`config.mk`:
```
export PLATFORM = sky130hd
export DESIGN_NAME = sixteen_bit_deserializer_flat
export DESIGN_NICKNAME = d
export VERILOG_FILES = /design/src/rtl/deser_pkg.sv /design/src/rtl/sixteen_bit_deserializer_if.sv /design/src/rtl/deser_bit_counter.sv /design/src/rtl/sixteen_bit_deserializer.sv /design/src/flat_wrapper.sv
export SDC_FILE = /design/constraint.sdc
export NUM_CORES = 1
export LEC_CHECK = 0
export ABC_AREA = 1
export CAP_MARGIN = 20
export CORE_UTILIZATION = 50
export DETAILED_ROUTE_END_ITERATION = 12
export GPL_TIMING_DRIVEN = 0
export PLACE_DENSITY = 0.76
export SLEW_MARGIN = 20
export SYNTH_ARGS = -nofsm -noshare
export SYNTH_HDL_FRONTEND = slang
export SYNTH_SLANG_ARGS = --single-unit
export TNS_END_PERCENT = 30
```
`constraint.sdc`:
```
create_clock -name clock -period 3.05 [get_ports clock]
set_input_delay 0.61 -clock clock [delete_from_list [all_inputs] [get_ports clock]]
set_output_delay 0.61 -clock clock [all_outputs]
set_load 0.005 [all_outputs]
```
`src/rtl/deser_pkg.sv`:
```
// Shared constants and state encoding for the sixteen-bit serial deserializer.
package deser_pkg;

  localparam int FRAME_LEN = 16;
  localparam int CNT_W     = 4;

  typedef enum logic [1:0] {
    ST_IDLE    = 2'b00,
    ST_RECV    = 2'b01,
    ST_HOLD    = 2'b10,
    ST_ILLEGAL = 2'b11
  } state_e;

endpackage

```
`src/rtl/sixteen_bit_deserializer_if.sv`:
```
// Serial input, word output and status bundle of the deserializer.
interface sixteen_bit_deserializer_if;

  logic        serial_in;
  logic        ss;
  logic        data_ack;
  logic [15:0] data_word;
  logic        data_valid;
  logic        frame_error;
  logic        overrun;
  logic        busy;
  logic [1:0]  state_q;

  modport master (
    output serial_in, ss, data_ack,
    input  data_word, data_valid, frame_error, overrun, busy, state_q
  );

  modport slave (
    input  serial_in, ss, data_ack,
    output data_word, data_valid, frame_error, overrun, busy, state_q
  );

endinterface

```
`src/rtl/deser_bit_counter.sv`:
```
// 4-bit frame bit counter with synchronous clear, enable and terminal-count flag.
module deser_bit_counter
  import deser_pkg::*;
(
  input  logic clock,
  input  logic resetn,
  input  logic clr_i,
  input  logic en_i,
  output logic tc_o
);

  logic [CNT_W-1:0] count_q;
  logic [CNT_W-1:0] count_d;

  always_comb begin
    count_d = count_q;
    if (clr_i)
      count_d = '0;
    else if (en_i)
      count_d = count_q + 1'b1;  // wraps to 0 after the last bit of a frame
  end

  always_ff @(posedge clock or negedge resetn) begin
    if (!resetn)
      count_q <= '0;
    else
      count_q <= count_d;
  end

  assign tc_o = (count_q == CNT_W'(FRAME_LEN - 1));

endmodule

```
`src/rtl/sixteen_bit_deserializer.sv`:
```
// Framed LSB-first serial-to-16-bit deserializer with valid/ack word handoff.
// Optional sticky overrun flag enabled by DESER_OVERRUN_EN.
module sixteen_bit_deserializer
  import deser_pkg::*;
(
  input  logic                         clock,
  input  logic                         resetn,
  sixteen_bit_deserializer_if.slave    bus
);

  state_e      state_q, state_d;
  logic [15:0] shift_q, shift_d;
  logic [15:0] data_word_q, data_word_d;
  logic        data_valid_q, data_valid_d;
  logic        frame_error_q;
  logic        busy_q;

  logic        cnt_clr, shift_en, complete, abort;
  logic        cnt_tc;

  deser_bit_counter u_cnt (
    .clock  (clock),
    .resetn (resetn),
    .clr_i  (cnt_clr),
    .en_i   (shift_en),
    .tc_o   (cnt_tc)
  );

  always_ff @(posedge clock or negedge resetn) begin
    if (!resetn)
      state_q <= ST_IDLE;
    else
      state_q <= state_d;
  end

  always_comb begin
    state_d = ST_IDLE;
    case (state_q)
      ST_IDLE: state_d = bus.ss ? ST_IDLE : ST_RECV;
      ST_RECV: begin
        if (bus.ss)
          state_d = ST_IDLE;
        else if (cnt_tc)
          state_d = ST_HOLD;
        else
          state_d = ST_RECV;
      end
      ST_HOLD: state_d = bus.ss ? ST_IDLE : ST_HOLD;
      default: state_d = ST_IDLE;
    endcase
  end

  always_comb begin
    cnt_clr  = 1'b0;
    shift_en = 1'b0;
    complete = 1'b0;
    abort    = 1'b0;
    case (state_q)
      ST_IDLE: cnt_clr = 1'b1;
      ST_RECV: begin
        if (bus.ss) begin
          abort = 1'b1;
        end else begin
          shift_en = 1'b1;
          complete = cnt_tc;
        end
      end
      default: ;
    endcase
  end

  always_comb begin
    shift_d      = shift_en ? {bus.serial_in, shift_q[15:1]} : shift_q;
    data_word_d  = complete ? shift_d : data_word_q;
    data_valid_d = data_valid_q;
    // A completion on the ack edge keeps valid high for the new word
    if (complete)
      data_valid_d = 1'b1;
    else if (bus.data_ack && data_valid_q)
      data_valid_d = 1'b0;
  end

  always_ff @(posedge clock or negedge resetn) begin
    if (!resetn) begin
      shift_q       <= '0;
      data_word_q   <= '0;
      data_valid_q  <= 1'b0;
      frame_error_q <= 1'b0;
      busy_q        <= 1'b0;
    end else begin
      shift_q       <= shift_d;
      data_word_q   <= data_word_d;
      data_valid_q  <= data_valid_d;
      frame_error_q <= abort;
      busy_q        <= (state_d == ST_RECV);
    end
  end

`ifdef DESER_OVERRUN_EN
  logic overrun_q;

  always_ff @(posedge clock or negedge resetn) begin
    if (!resetn)
      overrun_q <= 1'b0;
    else if (complete && data_valid_q && !bus.data_ack)
      overrun_q <= 1'b1;
  end

  assign bus.overrun = overrun_q;
`else
  assign bus.overrun = 1'b0;
`endif

  assign bus.data_word   = data_word_q;
  assign bus.data_valid  = data_valid_q;
  assign bus.frame_error = frame_error_q;
  assign bus.busy        = busy_q;
  assign bus.state_q     = state_q;

endmodule

```
`src/flat_wrapper.sv`:
```
// flat-port wrapper written by rule: the top's interface ports become plain ports
module sixteen_bit_deserializer_flat import deser_pkg::*;
  (clock, resetn, bus_serial_in, bus_ss, bus_data_ack, bus_data_word, bus_data_valid, bus_frame_error, bus_overrun, bus_busy, bus_state_q);
  sixteen_bit_deserializer_if bus_i ();
  input  logic clock;
  input  logic resetn;
  input wire logic [$bits(bus_i.serial_in)-1:0] bus_serial_in;
  input wire logic [$bits(bus_i.ss)-1:0] bus_ss;
  input wire logic [$bits(bus_i.data_ack)-1:0] bus_data_ack;
  output wire logic [$bits(bus_i.data_word)-1:0] bus_data_word;
  output wire logic [$bits(bus_i.data_valid)-1:0] bus_data_valid;
  output wire logic [$bits(bus_i.frame_error)-1:0] bus_frame_error;
  output wire logic [$bits(bus_i.overrun)-1:0] bus_overrun;
  output wire logic [$bits(bus_i.busy)-1:0] bus_busy;
  output wire logic [$bits(bus_i.state_q)-1:0] bus_state_q;
  assign bus_i.serial_in = bus_serial_in;
  assign bus_i.ss = bus_ss;
  assign bus_i.data_ack = bus_data_ack;
  assign bus_data_word = bus_i.data_word;
  assign bus_data_valid = bus_i.data_valid;
  assign bus_frame_error = bus_i.frame_error;
  assign bus_overrun = bus_i.overrun;
  assign bus_busy = bus_i.busy;
  assign bus_state_q = bus_i.state_q;
  sixteen_bit_deserializer u_core (.clock(clock), .resetn(resetn), .bus(bus_i));
endmodule
```
Word level (Yosys, flattened, before mapping)
Cells that the tools add are included.
- register bits after elaboration: 41
- bits of input ports: 5
- output and inout bits: 22
- word-level logic and storage cells: 33
- $add $sub $neg: 1
- eq/ne operators: 4
- mux-type cells: 17
- reductions and logical operators: 4
- operators by type and width (operator ; count):
    $mux W16 ; 1
    $mux W1 ; 10
    $mux W4 ; 2
    $mux W2 ; 3
    $pmux W2 S3 ; 1
    $add A4 B1 Y4 const B ; 1
    $eq A2 B1 Y1 const B ; 2
    $eq A4 B4 Y1 const B ; 1
    $reduce_bool A2 Y1 ; 2
    $eq A2 B2 Y1 const B ; 1
    $logic_not A2 Y1 ; 1
    $logic_and A1 B1 Y1 ; 1

Depth between registers and ports, before layout
- depth after elaboration: 5
- depth in mapped cells: 7
- gate-level depth less buffers: 6

By module
Synthesis repeated with hierarchy kept, for this count alone.
- cell total of the unflattened synthesis: 182
- area total of the unflattened synthesis: 1670.4 µm²
- by module, submodules not included (module ; instances ; cells each ; area each (µm²) ; sequential area each (µm²)):
    sixteen_bit_deserializer ; 1 ; 156 ; 1458.9 ; 900.9
    deser_bit_counter ; 1 ; 26 ; 211.5 ; 100.1

Worst setup path before layout
Ideal clock, no wire load.
- kind: input to register
- start point: input port bus_ss
- end point: register u_core.shift_q[11]
- arrival time: 1196 ps
- data required time: 2934 ps
- path slack: 1737 ps
- cell stages on the path: 6
- buffers on the path: 2
- cells stage by stage: nor2_2 > nand2_2 > buf_4 > buf_6 > nand2_1 > nand2_1
- word-level cells in the longest chain between the ends: 3
- ends and longest elaborated chain (element ; line ; RTL):
    start: declaration ; flat_wrapper.sv:8 ; input wire logic [$bits(bus_i.ss)-1:0] bus_ss;
    $mux W1 ; sixteen_bit_deserializer.sv:61 ; if (bus.ss) begin
    $mux W1 ; sixteen_bit_deserializer.sv:58 ; case (state_q)
    $mux W16 ; sixteen_bit_deserializer.sv:73 ; shift_d = shift_en ? {bus.serial_in, shift_q[15:1]} : shift_q;
    via u_core.shift_d[11] ; sixteen_bit_deserializer.sv:12 ; logic [15:0] shift_q, shift_d;
    end signal: assignment ; sixteen_bit_deserializer.sv:91 ; shift_q <= shift_d;
    end: declaration ; sixteen_bit_deserializer.sv:12 ;
The timed path passes the listed nets, and every way through them passes these cells.
A chain may end at the register's enable or synchronous reset.

Final worst setup path
- start point: register u_core.state_q[0], in the netlist u_core.bus.state_q[0]
- end point: output port bus_state_q[0]
- RTL lines (element ; line ; RTL):
    start: declaration ; sixteen_bit_deserializer.sv:11 ; state_e state_q, state_d;
    start signal: assignment ; sixteen_bit_deserializer.sv:33 ; state_q <= state_d;
    end: declaration ; flat_wrapper.sv:15 ; output wire logic [$bits(bus_i.state_q)-1:0] bus_state_q;
No word-level cell between the ends.

==> metrics.yaml <==
worst_setup_path:
  arrival_ns: 1.42
  cp_top_family: "buffers and inverters"
  crit_chain: "clkdlybuf4s50_1"
  cp-end-kind: "primary output"
  critPathBufInv: 1
  slowest_stage: "clkdlybuf4s50_1"
  crit_required_ns: 2.44
  critPathMaxFanout: 8
  cpPeakStageDelay_ns: 0.56
  criticalPathCategory: "reg2out"
  start_kind: "flip-flop"
place:
  preCtsSetupSlack_ns: 1.05
  port-buffer-count: 25
  dp_hpwl_um: 2000
  place_area_sq_mm: 0.00193
  gp_congestion: 0.751
  post-place-cells: 239
drt:
  drt_iter0_drc: 44
  wl_um: 2800
  drc: 0
  viasPerCell: 4.72
  via_count: 1162
  routedWlPerCell_um: 11.4
  dr.pass1.iters: 4
  ant_nets: 0
logic_synthesis:
  synth_seq_cells: 40
  avgSynthCellArea_sq_um: 9.46
  synth.distinct_cells: 20
  synthesis.instances: 169
  synth_common_cells: "nand2_1, dfrtp_1, inv_1, o21ai_1"
  ys_warn_count: 0
  yosysSeqAreaShare: 0.626
  netlist_area_sq_mm: 0.00160
  synth-main-ff-cell: "dfrtp_1"
  yosysMostFrequentCell: "nand2_1"
  synth_nets: 175
  synth_area_leader_cell: "dfrtp_1"
  synth_top_area_frac: 0.626
  synth-edff-count: 0
  synthTopCellsByArea: "dfrtp_1, nand2_1, o21ai_1, inv_1, buf_4"
  async_flop_share: 1.00
clock_tree:
  post_cts_buffers: 0
  clkTransAtPathRegs_ns: 0.10
  cts_hold_buf: 0
  cts_resized: 0
  clockRootBuffer: "clkbuf_4"
  cts_buffers: 5
  cts_num_sinks: 40
  clock_path_buffers: 2
  cts_tree: "done"
  htreeDepth: 2
  clk_latency_ns: 0.35
global_route:
  grt_overflow_total: 0
  grt_pass1_vias: 1102
  grt_start_max_net_pins: 25
  antenna_found_initial: 0
  grt_pass1_wl_um: 4930
  grt_usage: 0.203
job:
  maxCapViolCount: 0
layout:
  fin_util: 0.652
  fin_cells: 246
  num_antenna_cells: 0
  nets: 208
  drive_above_1_share: 0.104
  final_cell_area_sq_mm: 0.00199
  areaGrowthSynthToFinish_pct: 24.6
pwr:
  peakVddDrop_mv: 0.336
  p_leak_nw: 1.01
  powerDensity_mw_per_mm2: 492
floorplanning:
  die-width_um: 58.6
  placementRows: 20
  ios: 27
  design.core.area_sq_mm: 0.00305
  dieArea_sq_mm: 0.00343
  start_util: 0.524
  die_h_um: 58.6
sta:
  setup_ws_ns: 1.02
  rsz0062_at_grt: "no"
  setup_tns_ns: 0
  finalClockSkew_ns: 0.00239
  hold_violations: 0
  min_period_ns: 2.03
  finalCritPeriodShare: 0.665
  fmax_ghz: 0.493
  maxSlewViolCount: 0
  finalSetupViolCount: 0
hold_path:
  hold_path.class: "in2async"
run_status:
  status: "complete, no violations"
per-layer routing:
metal  up-vias  global-route usage  share of wire
li1        586                   -              -
met1       547               0.244           0.45
met2        23               0.340           0.48
met3         6              0.0659          0.050
met4         0              0.0816          0.017
met5         -                   0              0
flip-flops by register name, indices dropped and copies added, names as in the netlist:
register,flops
u_core.u_cnt.count_q,4
u_core.bus.state_q,2
u_core.bus.data_valid,1
u_core.bus.data_word,16
u_core.bus.frame_error,1
u_core.shift_q,15
u_core.bus.busy,1
path summary, 6_finish.rpt:
| kind | startpoint | to | slack, ns | cells past startpoint |
|---|---|---|---|---|
| min in group clock | u_core.bus.data_word[2] | u_core.bus.data_word[2] | 0.48 | 2 |
| hold reg to reg | u_core.bus.data_word[2] | u_core.bus.data_word[2] | 0.48 | 2 |
| setup / recovery | u_core.bus.state_q[0] | bus_state_q[0] | 1.02 | 1 |
| hold / removal | resetn | u_core.bus.data_word[7] | 0.18 | 1 |
| max in group asynchronous | resetn | u_core.shift_q[13] | 2.43 | 2 |
| setup reg to reg | u_core.u_cnt.count_q[0] | u_core.bus.state_q[1] | 1.67 | 6 |
layout by cell type (no fill, tap or decap):
cell type,count
buf_16,1
o21ai_0,4
buf_6,2
nor2_2,1
clkdlybuf4s50_1,24
o21ai_1,11
buf_4,4
a21boi_0,2
nand3_1,3
clkbuf_8,2
and2_1,1
nand2_1,78
nand2_4,1
nor2_1,2
clkbuf_4,5
buf_2,1
nand3b_1,1
nor2_4,2
nand2_2,2
dfrtp_1,40
conb_1,1
ha_1,1
xnor2_1,1
inv_1,11
o31ai_1,1
power by group:
part | switching [W] | internal, W
registers | 0.0000304 | 0.000573
logic | 0.0000502 | 0.0000375
clock network | 0.000158 | 0.000131
total | 0.000238 | 0.000741
cells by family after synthesis:
logic type                 after synthesis  synth area share
xor gates and xnor gates                 1           0.00548
AOI/OAI and AO/OA                       18            0.0610
buffers and inverters                   17            0.0587
adders and majority gates                1           0.00782
other                                    1           0.00235
DFF                                     40             0.626
and+or+nand+nor                         91             0.239
cell type report:
type | count | area (sq um)
timing repair buffer | 26 | 273
clock buffer | 7 | 65.1
multi-input combinational | 112 | 504
buffer | 6 | 52.6
tap | 44 | 55.1
inverter | 11 | 41.3
fill | 276 | 1060
sequential | 40 | 1000
metrics by stage:
stage	power [W]	hold WS, ns
6_report	0.000980	0.178
5_1_grt	0.00103	0.188
4_1_cts	0.000991	0.183
3_5_place_dp	0.000702	0.458
3_3_place_gp	0.000692	0.452
2_1_floorplan	0.000659	0.314
(Power assumes the default switching activity.)
==> edit: new RTL, same flow settings <==
Change the package constant `CNT_W` from 4 to 3.
--- a/src/rtl/deser_pkg.sv
+++ b/src/rtl/deser_pkg.sv
@@ -2,7 +2,7 @@
 package deser_pkg;
 
   localparam int FRAME_LEN = 16;
-  localparam int CNT_W     = 4;
+  localparam int CNT_W     = 3;
 
   typedef enum logic [1:0] {
     ST_IDLE    = 2'b00,
Formal check against the unedited RTL: not equivalent (a bounded check fails within 10 cycles, from zero or initial values and one cycle with resetn low).
==> edit against the original RTL <==
  * Setup slack better by 0.10 ns
  * Critical path depth stayed put
  * Register-to-register slack worse by 0.13 ns
  * Synthesized cell count is 1.2% higher
  * Design area is 1.5% higher
  * Count of clock-buffer cells in the layout is 1 lower
  * Wire length is 6.2% higher
  * Synthesized area is 0.55% higher
  * Non-clock buffer count is 4 higher
  * Maximum frequency is 5.4% higher
  * Sequential cell count is 1 lower
  * Core utilization is 0.98 points higher
  * Power is 5.7% higher
  * Sequential share of layout area is 2.0 points lower
  * Largest cell class unchanged
  * Highest routed layer unchanged
==> edit: results (changes against the original RTL) <==
clocking:
  clock_sink_count: 39  # was 40
  insertion_delay_ns: 0.33  # was 0.35 ns
synthesis:
  synthCells: 171  # was 169
  ys_top_cells_by_area: "dfrtp_1 61%, nand2_1 17%, nand3_1 10%"  # was dfrtp_1 63%, nand2_1 18%, o21ai_1 3.4%
  synth_compound_area_share_pct: 0.623  # was 6.10%
  syn_nets: 178  # was 175
  synth_ff_type: "dfrtp_1"  # unchanged
  yosys.area_share.xor_xnor_pct: 0  # was 0.548%
  synth_adder_area_share_pct: 1.56  # was 0.782%
  seq_area_frac_synth_pct: 60.7  # was 62.6%
  yosysUniqueCellTypes: 15  # was 20
  synth_commonest_cells: "74 x nand2_1, 39 x dfrtp_1, 33 x nand3_1, 5 x inv_1"  # was 78 x nand2_1, 40 x dfrtp_1, 11 x inv_1, 11 x o21ai_1
power:
  power_frac_seq_pct: 57.3  # was 61.6%
  irDropWorstVdd_uv: 294  # was 336 uV
  power.switching_w: 0.000245  # was 0.000238 W
  p_seq_w: 0.000593  # was 0.000603 W
  clock_power_share_pct: 34.1  # was 29.4%
  leakagePower_nw: 1.08  # was 1.01 nW
final_layout:
  stdcell_count: 249  # was 246
  buffer_area_share_pct: 17.7  # was 16.3%
  nClkBuffers: 6  # was 7
  multi_input_area_share_pct: 25.7  # was 25.3%
  nNonClkBuffers: 36  # was 32
  n_all_inverters: 6  # was 11
  drive_above_1_share_pct: 11.2  # was 10.4%
  nFillCells: 265  # was 276
  final_nets: 211  # was 208
  final_area_um2: 2020  # was 1990 um^2
  area_delta_synth_final_pct: 25.8  # was 24.6%
  sh_seq_area_pct: 48.3  # was 50.3%
  final-clk-cell-share_pct: 4.27  # was 3.27%
  multi_input_cells: 116  # was 112
global_route:
  track_usage_pct: 20.1  # was 20.3%
  grt_pass1_wl_mm: 5.13  # was 4.93 mm
  grt_max_degree: 23  # was 25
  use_met1_pct: 24.2  # was 24.4%
  globalRouteMet2Util_pct: 34.2  # was 34.0%
timing:
  fin_tns_setup_ns: 0  # unchanged
  worst_clock_skew_ns: 0.00613  # was 0.00239 ns
  fin_crit_ns: 1.92  # was 2.03 ns
drt:
  wl_met2_mm: 1.51  # was 1.35 mm
  wl_met3_um: 101  # was 140 um
  wl_met1_mm: 1.33  # was 1.26 mm
  totalWireLength_mm: 2.97  # was 2.80 mm
  first_pass_iters: 4  # unchanged
  vias: 1225  # was 1162
  drtIter0Drc: 37  # was 44
placed_design:
  place_hpwl_mm: 2.17  # was 2.00 mm
  gp_congestion: 0.777  # was 0.751
  post-place-cells: 241  # was 239
  dpl-instance-area_um2: 1940  # was 1930 um^2
  post-place-ws_ns: 1.21  # was 1.05 ns
outcome:
  outcome: "finished, final reports clean"  # unchanged
worst_setup_path:
  max_stage_delay_ns: 0.54  # was 0.56 ns
  crit_fanout: 5  # was 8
  worstPathArrival_ns: 1.31  # was 1.42 ns
-- edit: final timing paths --
check / depth (start not counted) / end / slack, ns / from
min reg2reg: 2 / u_core.bus.data_word[7] / 0.48 / u_core.bus.data_word[7]
max reg2reg: 7 / u_core.bus.state_q[1] / 1.54 / u_core.u_cnt.count_q[0]
min: 1 / u_core.bus.data_word[10] / 0.21 / resetn
min in group clock: 2 / u_core.bus.data_word[7] / 0.48 / u_core.bus.data_word[7]
max in group asynchronous: 2 / u_core.u_cnt.count_q[2] / 2.39 / resetn
max: 1 / bus_state_q[1] / 1.13 / u_core.bus.state_q[1]
-- edit: kinds of logic after synthesis --
logic type | after synthesis
AO/OA/AOI/OAI | 2
adder cells (fa/ha/maj) | 2
buffers and inverters | 16
flip-flops | 39
other | 1
AND/OR/NAND/NOR | 111
